[src/rtl/cache_mem_arbiter_pkg.sv]
// Shared cache definitions: memory arbiter state encoding
// and the block size used by the fill controllers.
package cache_mem_arbiter_pkg;

  localparam int WORDS_PER_BLOCK = 8;

  typedef enum logic [1:0] {
    ARB_IDLE    = 2'b00,
    ARB_GRANT_I = 2'b01,
    ARB_GRANT_D = 2'b10
  } arb_state_t;

endpackage

[src/rtl/cache_mem_arbiter.sv]
// Shares the unified memory between I-cache and D-cache fills,
// passing D-cache write-through stores when the port is free.
module cache_mem_arbiter
  import cache_mem_arbiter_pkg::*;
#(
  parameter int ADDR_WIDTH      = 16,
  parameter int DATA_WIDTH      = 16,
  parameter int WORDS_PER_BLOCK = cache_mem_arbiter_pkg::WORDS_PER_BLOCK
) (
  input  logic                  clk,
  input  logic                  rst,
  input  logic                  ic_MemRead,
  input  logic [ADDR_WIDTH-1:0] ic_addr,
  input  logic                  dc_MemRead,
  input  logic                  dc_MemWrite,
  input  logic [ADDR_WIDTH-1:0] dc_addr,
  input  logic [DATA_WIDTH-1:0] dc_write_data,
  input  logic [DATA_WIDTH-1:0] mem_data_out,
  input  logic                  mem_data_valid,
  output logic                  mem_enable,
  output logic                  mem_wr,
  output logic [ADDR_WIDTH-1:0] mem_addr,
  output logic [DATA_WIDTH-1:0] mem_data_in,
  output logic                  ic_MemDataValid,
  output logic                  dc_MemDataValid,
  output logic [DATA_WIDTH-1:0] fill_data,
  output logic                  ic_wait,
  output logic                  dc_wait
);

  localparam int CW = $clog2(WORDS_PER_BLOCK) + 1;
  localparam logic [CW-1:0] LAST_WORD = CW'(WORDS_PER_BLOCK - 1);
  localparam logic [CW-1:0] FULL_CNT  = CW'(WORDS_PER_BLOCK);

  arb_state_t    state, state_d;
  logic [CW-1:0] rcv_cnt, rcv_cnt_d;
  logic          last_grant, last_grant_d;

  logic wr_eff;
  logic en_c;
  logic ic_v;
  logic dc_v;

  // A write while dc_MemRead is high targets the cache array only.
  assign wr_eff = dc_MemWrite & ~dc_MemRead;

  always_ff @(posedge clk) begin
    if (!rst) begin
      state      <= ARB_IDLE;
      rcv_cnt    <= '0;
      last_grant <= 1'b1;
    end else begin
      state      <= state_d;
      rcv_cnt    <= rcv_cnt_d;
      last_grant <= last_grant_d;
    end
  end

  always_comb begin
    state_d      = state;
    rcv_cnt_d    = rcv_cnt;
    last_grant_d = last_grant;
    en_c         = 1'b0;
    mem_wr       = 1'b0;
    mem_addr     = dc_addr;
    mem_data_in  = dc_write_data;
    ic_v         = 1'b0;
    dc_v         = 1'b0;
    unique case (state)
      ARB_IDLE: begin
        en_c   = wr_eff;
        mem_wr = wr_eff;
        // Ties go to whoever was not granted last.
        if (!wr_eff) begin
          if (ic_MemRead && (!dc_MemRead || !last_grant)) begin
            state_d      = ARB_GRANT_I;
            rcv_cnt_d    = '0;
            last_grant_d = 1'b1;
          end else if (dc_MemRead) begin
            state_d      = ARB_GRANT_D;
            rcv_cnt_d    = '0;
            last_grant_d = 1'b0;
          end
        end
      end
      ARB_GRANT_I: begin
        en_c     = ic_MemRead;
        mem_addr = ic_addr;
        ic_v     = mem_data_valid;
        if (mem_data_valid && rcv_cnt != FULL_CNT)
          rcv_cnt_d = rcv_cnt + CW'(1);
        if (!ic_MemRead ||
            (mem_data_valid && rcv_cnt == LAST_WORD))
          state_d = ARB_IDLE;
      end
      ARB_GRANT_D: begin
        en_c     = dc_MemRead;
        mem_addr = dc_addr;
        dc_v     = mem_data_valid;
        if (mem_data_valid && rcv_cnt != FULL_CNT)
          rcv_cnt_d = rcv_cnt + CW'(1);
        if (!dc_MemRead ||
            (mem_data_valid && rcv_cnt == LAST_WORD))
          state_d = ARB_IDLE;
      end
      default: state_d = ARB_IDLE;
    endcase
  end

  // Strobes are held off while reset is asserted.
  assign mem_enable      = rst & en_c;
  assign ic_MemDataValid = rst & ic_v;
  assign dc_MemDataValid = rst & dc_v;
  assign fill_data       = mem_data_out;

  assign ic_wait = ic_MemRead & (state != ARB_GRANT_I);
  assign dc_wait = (dc_MemRead & (state != ARB_GRANT_D)) |
                   (wr_eff & (state != ARB_IDLE));

endmodule

[config.mk]
export PLATFORM = sky130hd
export DESIGN_NAME = cache_mem_arbiter
export DESIGN_NICKNAME = d
export VERILOG_FILES = /design/src/rtl/cache_mem_arbiter_pkg.sv /design/src/rtl/cache_mem_arbiter.sv
export SDC_FILE = /design/constraint.sdc
export NUM_CORES = 1
export LEC_CHECK = 0
export CORE_ASPECT_RATIO = 1.1
export CORE_MARGIN = 3
export CORE_UTILIZATION = 26
export CTS_BUF_LIST = sky130_fd_sc_hd__clkbuf_2 sky130_fd_sc_hd__clkbuf_4 sky130_fd_sc_hd__clkbuf_8
export DETAILED_ROUTE_END_ITERATION = 7
export PLACE_DENSITY = 0.9
export REMOVE_ABC_BUFFERS = 1
export SLEW_MARGIN = 25
export SYNTH_ARGS = -nofsm -noshare
export SYNTH_HDL_FRONTEND = slang
export SYNTH_SLANG_ARGS = --single-unit
[constraint.sdc]
create_clock -name clk -period 1.85 [get_ports clk]
set_input_delay 0.185 -clock clk [delete_from_list [all_inputs] [get_ports clk]]
set_output_delay 0.185 -clock clk [all_outputs]
set_load 0.005 [all_outputs]
After elaboration in Yosys (flattened, before gate mapping)
Cells that the tools add are included.
W data, S select, Z words.
{"block": "totals", "reg_bits": 7, "in_bits": 70, "out_inout_bits": 54, "elab_cells": 60}
{"block": "classes", "add_sub_neg": 1, "n_eq_ne": 11, "mux": 18, "bitwise_logic": 10, "n_reduce_logical": 17}
{"operator": "$mux W16", "n": 1}
{"operator": "$mux W4", "n": 4}
{"operator": "$mux W2", "n": 5}
{"operator": "$ne A2 B2 Y1 const B", "n": 4}
{"operator": "$pmux W4 S2", "n": 1}
{"operator": "$reduce_and A4 Y1", "n": 2}
{"operator": "$and A1 B1 Y1", "n": 7}
{"operator": "$pmux W2 S3", "n": 1}
{"operator": "$reduce_bool A2 Y1", "n": 3}
{"operator": "$mux W1", "n": 5}
{"operator": "$add A4 B1 Y4 const B", "n": 1}
{"operator": "$eq A4 B3 Y1 const B", "n": 1}
{"operator": "$ne A2 B1 Y1 const B", "n": 2}
{"operator": "$ne A4 B4 Y1 const B", "n": 1}
{"operator": "$logic_and A1 B1 Y1", "n": 3}
{"operator": "$logic_not A1 Y1", "n": 3}
{"operator": "$logic_or A1 B1 Y1", "n": 3}
{"operator": "$ne A3 B3 Y1 const B", "n": 1}
{"operator": "$pmux W1 S3", "n": 1}
{"operator": "$reduce_and A3 Y1", "n": 1}
{"operator": "$eq A2 B1 Y1 const B", "n": 1}
{"operator": "$eq A2 B2 Y1 const B", "n": 1}
{"operator": "$logic_not A2 Y1", "n": 1}
{"operator": "$not A1 Y1", "n": 2}
{"operator": "2 further kinds", "n": 2}

Longest topological paths before layout
Gate-level depths: netlist (run 1).
{"block": "depth", "depth_word": 6, "depth_mapped": 7, "ltp_nobuf": 6}

Least setup slack after synthesis (run 1)
OpenSTA, ideal clock, no wires.
{"block": "synth_timing", "path_type": "register to register", "from": "register state[0]", "to": "register rcv_cnt[3]", "setup_ns": 0.074, "t_arrival_ns": 1.525, "required_time_ns": 1.776, "path_slack_ns": 0.250, "stages_incl_launch_ff": 7, "n_path_buf": 0, "synth_period_minus_slack_ns": 1.600, "cell_sequence": "dfxtp_1 -> inv_1 -> ha_1 -> nor2b_1 -> nor2b_4 -> or4b_1 -> a31oi_1"}
{"block": "synth_between", "elab_chain_cells": 4, "word_cells_on_any_way": 10, "cone_classes": "eq/ne (5); mux (1); reduce/logical (4)"}
{"element": "start: declaration", "line": "cache_mem_arbiter.sv:35", "source": "arb_state_t state, state_d;"}
{"element": "start signal: assignment", "line": "cache_mem_arbiter.sv:53", "source": "state <= state_d;"}
{"element": "$eq A2 B2 Y1 or $eq A2 B1 Y1 (tied branches)", "line": "cache_mem_arbiter.sv:69", "source": "unique case (state)"}
{"element": "$reduce_or A2 Y1 (no source line)"}
{"element": "$ne A2 B1 Y1 (no source line) or $reduce_bool A2 Y1 (tied branches)"}
{"element": "$reduce_and A4 Y1 (no source line)"}
{"element": "end signal: assignment", "line": "cache_mem_arbiter.sv:54", "source": "rcv_cnt <= rcv_cnt_d;"}
{"element": "end: declaration", "line": "cache_mem_arbiter.sv:36", "source": "logic [CW-1:0] rcv_cnt, rcv_cnt_d;"}
Several ways; a longest one is shown, not always the timed one.
A chain may end at the register's enable or synchronous reset.

Worst setup path in the final report (run 1)
{"block": "layout_timing", "from": "register state[1]", "to": "output port mem_addr[7]"}
{"block": "layout_between", "elab_chain_cells": 2}
{"element": "$eq A2 B1 Y1", "line": "cache_mem_arbiter.sv:69"}
{"element": "$mux W16", "line": "cache_mem_arbiter.sv:69"}
{"element": "end: declaration", "line": "cache_mem_arbiter.sv:22", "source": "output logic [ADDR_WIDTH-1:0] mem_addr,"}
Every way passes these cells.

==> flow_summary_export.csv, run 1 <==
group,metric,value,unit
drt,vias_per_cell,5.13,
synth,syn-instance-count,118,
cells_and_area,multi_input_area,579,um^2
timing,max_freq,557,MHz
synth,ys_warn_count,0,
drt,route.detailed.drc,0,
critical_path,crit_path_end_kind,"output port",
clocking,cts.sinks,7,
cells_and_area,antennaDiodeCount,0,
drt,via_count,1056,
timing,tightest_slew,0.462,ns
timing,finalHoldWorstSlack,0.370,ns
global_routing,grt_use_total,21.2,%
clocking,worstSkewPairLatency,0.25,ns
cells_and_area,n_fill_cell,333,
critical_path,worstPathMaxFanout,5,
synth,yosysMostFrequentCell,"buf_4",
cells_and_area,nets,235,
critical_path,crit_family,"buffers and inverters",
placed_design,dp_hpwl,4190,um
global_routing,gr-total-overflow,0,
critical_path,slowest_delay,0.33,ns
outcome,status,"finished clean",
cells_and_area,drive_gt1_share,27.8,%
die,die_area,0.00454,mm^2
clocking,cts_hold_buf,0,
synth,synthTopCellsByCount,"buf_4 (32), mux2_2 (16), nand2_1 (8), dfxtp_1 (7), inv_1 (7)",
clocking,cts-root-buf,"clkbuf_4",
clocking,cts_buffer_depth,2,
placed_design,post-place-ws,-0.0285,ns
clocking,clk_pin_slew,0.05,ns
clocking,cts_tree,"built",
timing,fin_crit,1.80,ns
synth,avgSynthCellArea,8.30,um^2
die,std_cell_rows,22,
clocking,htree_levels,1,
cells_and_area,layout.cells.non_filler,206,
power,leakage,0.649,nW
timing,timing.final.ws_setup,0.0539,ns
timing,final.period_utilization,97.1,%
critical_path,path_buf_inv,4,
worst_hold_path,min_path_cells,0,
synth,synthArstFlopShare,0,%
synth,seq_area_frac_synth,14.3,%
power,peakVddDrop,0.142,mV
cells_and_area,area_delta_synth_final,58.5,%
die,die_w,64.5,um
placed_design,port_buffers,59,
drt,routed_wl,5020,um
worst_hold_path,min_from,"dc_write_data[14]",
cells_and_area,seqCellArea,145,um^2
timing,setup_viol,0,
placed_design,place_area,0.00145,mm^2
die,core,0.00347,mm^2
drt,ant_nets,0,
global_routing,grt_pass1_vias,994,
clocking,numCtsBuffers,3,
critical_path,ff2ff_setup_slack,0.25,ns
synth,yosysTopAreaCellShare,24.5,%
drt,dr.first_iter.drc_count,41,
drt,dr.pass1.iters,4,
worst_hold_path,min_to,"mem_data_in[14]",
synth,synth_edf_count,0,
critical_path,crit_slowest_cell,"dfxtp_2",
critical_path,r2r_start,"state[0]$_SDFFE_PN0P_",
global_routing,grt_max_degree,10,
critical_path,startpoint_type,"flip-flop",
timing,hold_violations,0,
synth,synth_top_area_cell,"buf_4",
timing,finalMaxSlewViolations,0,
synth,ys_ff_latch,7,
placed_design,dp_cells,198,
synth,netlist_area,980,um^2
global_routing,antenna_found_initial,0,
critical_path,reg2reg_to,"rcv_cnt[3]$_SDFFE_PN0P_",
die,die_y,70.4,um
timing,clock_skew,0.00153,ns
critical_path,critical_path_required,1.66,ns
critical_path,cp.depth,6,
critical_path,worstSetupPathType,"flip-flop to output port",
critical_path,path_cells,"inv_2 > ha_4 > buf_12 > buf_6 > mux2_2 > dlygate4sd2_1",
job,maxCapViolations,0,
global_routing,grt_pass1_wl,6820,um
synth,synth_ff_type,"dfxtp_1",
critical_path,critPathArrivalTime,1.61,ns
synth,synth_area_leaders,"buf_4 (25%), mux2_2 (18%), dfxtp_1 (14%)",
critical_path,reg2reg_depth,5,
power,power.density,453,mW/mm^2
placed_design,gp_congestion,0.941,
timing,final.setup.tns,0,ns
die,ioPinCount,124,
timing,max_slew_margin,68.9,%
drt,wl_per_cell,24.4,um
die,start_util,28.2,%
worst_hold_path,hp-class,"primary input to output port",
synth,ys_types,30,
cells_and_area,fin_area,0.00155,mm^2
-- metrics by stage --
| step | utilization (%) | total power [W] |
|---|---|---|
| after global placement | 41.9 | 0.000530 |
| after floorplan | - | 0.000317 |
| after detailed placement | 41.9 | 0.000538 |
| final | 44.8 | 0.000704 |
| after global routing | 44.8 | 0.000747 |
| after CTS | 43.5 | 0.000690 |
-- per-layer routing --
layer / up-vias / routed length, um / global-route usage (%)
met5: - / 42 / 8.75
met4: 2 / 68 / 3.99
met3: 8 / 1460 / 28.8
met2: 132 / 2420 / 36.1
met1: 454 / 1030 / 12.1
li1: 460 / - / -
-- cell usage in the layout, fill, tap and decap left out, drive strengths merged, types with 6 or more instances in the layout --
master / count
buf: 14
clkdlybuf4s15: 6
clkdlybuf4s50: 40
dfxtp: 7
dlygate4sd2: 13
ha: 6
inv: 7
mux2: 16
nand2: 8
-- worst max path at each step --
| stage | start | endpoint | slack (ns) |
|---|---|---|---|
| after floorplan | state[1]$_SDFFE_PN0P_ | state[1]$_SDFFE_PN0P_ | 0.21 |
| after global placement | dc_MemRead | mem_enable | -0.01 |
| after detailed placement | dc_MemRead | mem_enable | -0.03 |
| after CTS | state[1]$_SDFFE_PN0P_ | mem_addr[11] | 0.001 |
| after global routing | state[1]$_SDFFE_PN0P_ | mem_addr[7] | -0.003 |
| final | state[1]$_SDFFE_PN0P_ | mem_addr[7] | 0.05 |
-- where the power goes --
group	internal, W	switching, W	total (W)
combinational	0.000237	0.000143	0.000380
sequential	0.000161	0.00000906	0.000170
clock	0.0000970	0.0000565	0.000153
-- final cells by class --
| type | instances | area share, % |
|---|---|---|
| well taps | 48 | 3.87 |
| multi-input cells | 67 | 37.3 |
| flip-flops and latches | 7 | 9.35 |
| clock buffers | 4 | 1.93 |
| repair buffers | 73 | 45.9 |
| inverters | 7 | 1.69 |
-- worst register-to-register path, cell delays in order, from the launching register on --
cell and delay (ns):
dfxtp_4 0.37, inv_2 0.05, ha_2 0.40, nand3_1 0.10, or4b_1 0.46, a31oi_1 0.16
-- repair_timing --
action | in CTS | in global routing
pin swaps | 1 | 1
hold endpoints to repair | 0 | 0
gates resized for setup | 31 | 8
setup buffers | 2 | 2
setup endpoints to repair | 21 | 8
-- cell families (layout without fill, tap and decap cells) --
kind of cell    after synthesis  in the layout  share of synthesized area [%]
mux                          18             18                           20.4
simple gates                 28             28                           17.1
compound gates               15             15                           10.9
buf+inv                      44             84                           29.6
fa+ha+maj                     6              6                           7.66
flops                         7              7                           14.3
-- sequential cells by signal, summed over array words and instances (netlist names) --
name and cells:
state 2, last_grant 1, rcv_cnt 4
Power figures use the tool's default switching activity.
==> run 2, diff against run 1 <==
Clock period 1.85 ns to 1.69 ns, I/O delays scaled along.
==> run 2 against run 1 <==
Against the previous run:
- non-clock buffer count grew 10
- utilization increased by 3.0 points
- sequential share of layout area shrank 0.59 points
- cell area rose by 6.7%
- combinational power grew 28%
==> flow_summary_export.csv, run 2 (synthesis results as in run 1) <==
group,metric,value,unit
placed_design,port_buffers,59,
cells_and_area,antennaDiodeCount,0,
timing,clock_skew,0.00279,ns
power,total_power,0.000850,W
global_routing,grt_max_degree,10,
timing,final.period_utilization,100,%
timing,hold_violations,0,
clocking,numCtsBuffers,3,
die,ioPinCount,124,
die,die_w,64.5,um
drt,dr.first_iter.drc_count,43,
critical_path,critPathArrivalTime,1.52,ns
timing,finalMaxSlewViolations,0,
cells_and_area,fin_area,0.00166,mm^2
timing,timing.final.ws_setup,0.000129,ns
cells_and_area,largest_register_ffs,4,
timing,setup_viol,0,
clocking,clk_pin_slew,0.05,ns
timing,max_freq,592,MHz
global_routing,antenna_found_initial,0,
job,maxCapViolations,0,
cells_and_area,utilization,47.8,%
clocking,htree_levels,1,
global_routing,grt_pass1_wl,6780,um
timing,fin_crit,1.69,ns
placed_design,place_area,0.00149,mm^2
drt,wl_per_cell,24.9,um
worst_hold_path,hp-class,"primary input to output port",
timing,max_slew_margin,73.5,%
clocking,cts-root-buf,"clkbuf_4",
critical_path,worstPathMaxFanout,6,
cells_and_area,final_common_cell,"clkdlybuf4s50_1",
die,core,0.00347,mm^2
power,power.density,513,mW/mm^2
global_routing,gr-total-overflow,0,
timing,final.setup.tns,0,ns
clocking,worstSkewPairLatency,0.26,ns
placed_design,post-place-ws,-0.145,ns
power,leakage,0.736,nW
drt,route.detailed.drc,0,
cells_and_area,final_cell_mix,"clkdlybuf4s50_1 (37), buf_4 (17), mux2_2 (9), buf_6 (9), clkbuf_2 (8)",
power,peakVddDrop,0.128,mV
die,start_util,28.2,%
die,std_cell_rows,22,
clocking,cts_tree,"built",
timing,tightest_slew,0.393,ns
clocking,cts_hold_buf,0,
global_routing,grt_pass1_vias,1064,
critical_path,crit_path_end_kind,"output port",
critical_path,startpoint_type,"flip-flop",
die,die_area,0.00454,mm^2
clocking,cts_buffer_depth,2,
cells_and_area,reg.largest.list,"rcv_cnt (4), state (2), last_grant (1)",
drt,vias_per_cell,4.94,
critical_path,critical_path_required,1.52,ns
clocking,cts.sinks,7,
cells_and_area,largest-register,"rcv_cnt",
cells_and_area,drive_gt1_share,43.5,%
drt,via_count,1067,
cells_and_area,nets,245,
drt,ant_nets,0,
placed_design,dp_hpwl,4320,um
drt,dr.pass1.iters,4,
global_routing,grt_use_total,21.0,%
cells_and_area,area_delta_synth_final,69.1,%
outcome,status,"finished clean",
die,die_y,70.4,um
drt,routed_wl,5370,um
critical_path,worstSetupPathType,"flip-flop to output port",
placed_design,gp_congestion,0.979,
## run 2: changes by cell type in the layout (fill, tap and decap cells not counted), moves of 3 or more
cell             before  now
buf_2                 0    3
mux2_4                0    7
dlygate4sd2_1        13    3
clkdlybuf4s50_1      40   37
buf_6                 2    9
clkbuf_2              0    8
buf_4                10   17
mux2_2               16    9
## run 2: path summary, 6_finish.rpt
path,from,endpoint,slack [ns],depth (start not counted)
worst max register to register,state[1]$_SDFFE_PN0P_,rcv_cnt[3]$_SDFFE_PN0P_,0.07,7
worst max-delay path,state[1]$_SDFFE_PN0P_,mem_addr[8],0.0001,6
worst min-delay path,dc_write_data[2],mem_data_in[2],0.34,0
worst min register to register,last_grant$_SDFFE_PN1P_,last_grant$_SDFFE_PN1P_,0.48,2
## run 2: per-layer routing
layer | part of all wire, % | GRT usage [%]
met5 | 0.80 | 8.75
met4 | 1.9 | 3.52
met3 | 26 | 28.5
met2 | 50 | 38.1
met1 | 22 | 10.4
## run 2: worst max-delay path: stages, from the launching register on
cell,delay [ns]
dfxtp_2,0.34
inv_2,0.06
ha_4,0.18
buf_6,0.13
buf_4,0.14
mux2_4,0.30
buf_6,0.12
## run 2: power breakdown
| group | internal [W] | switching [W] |
|---|---|---|
| clock | 0.000107 | 0.0000702 |
| combinational | 0.000310 | 0.000177 |
| sequential | 0.000176 | 0.00000953 |
## run 2: stage by stage
stage | instances | hold WS, ns
floorplan | 81 | 0.231
global placement | 204 | 0.338
CTS | 215 | 0.338
finish | 216 | 0.338
detailed placement | 204 | 0.338
global route | 216 | 0.338
## run 2: layout make-up
type,count,area [um^2]
fill,321,1810
timing repair buffer,83,761
multi-input combinational,67,634
sequential,7,145
tap,48,60.1
clock buffer,4,30.0
inverter,7,26.3
## run 2: repair_timing
item	CTS	global route
buffers inserted	7	0
setup endpoints to repair	22	18
resized for setup	62	36
gates cloned	0	1
pin swaps	0	2
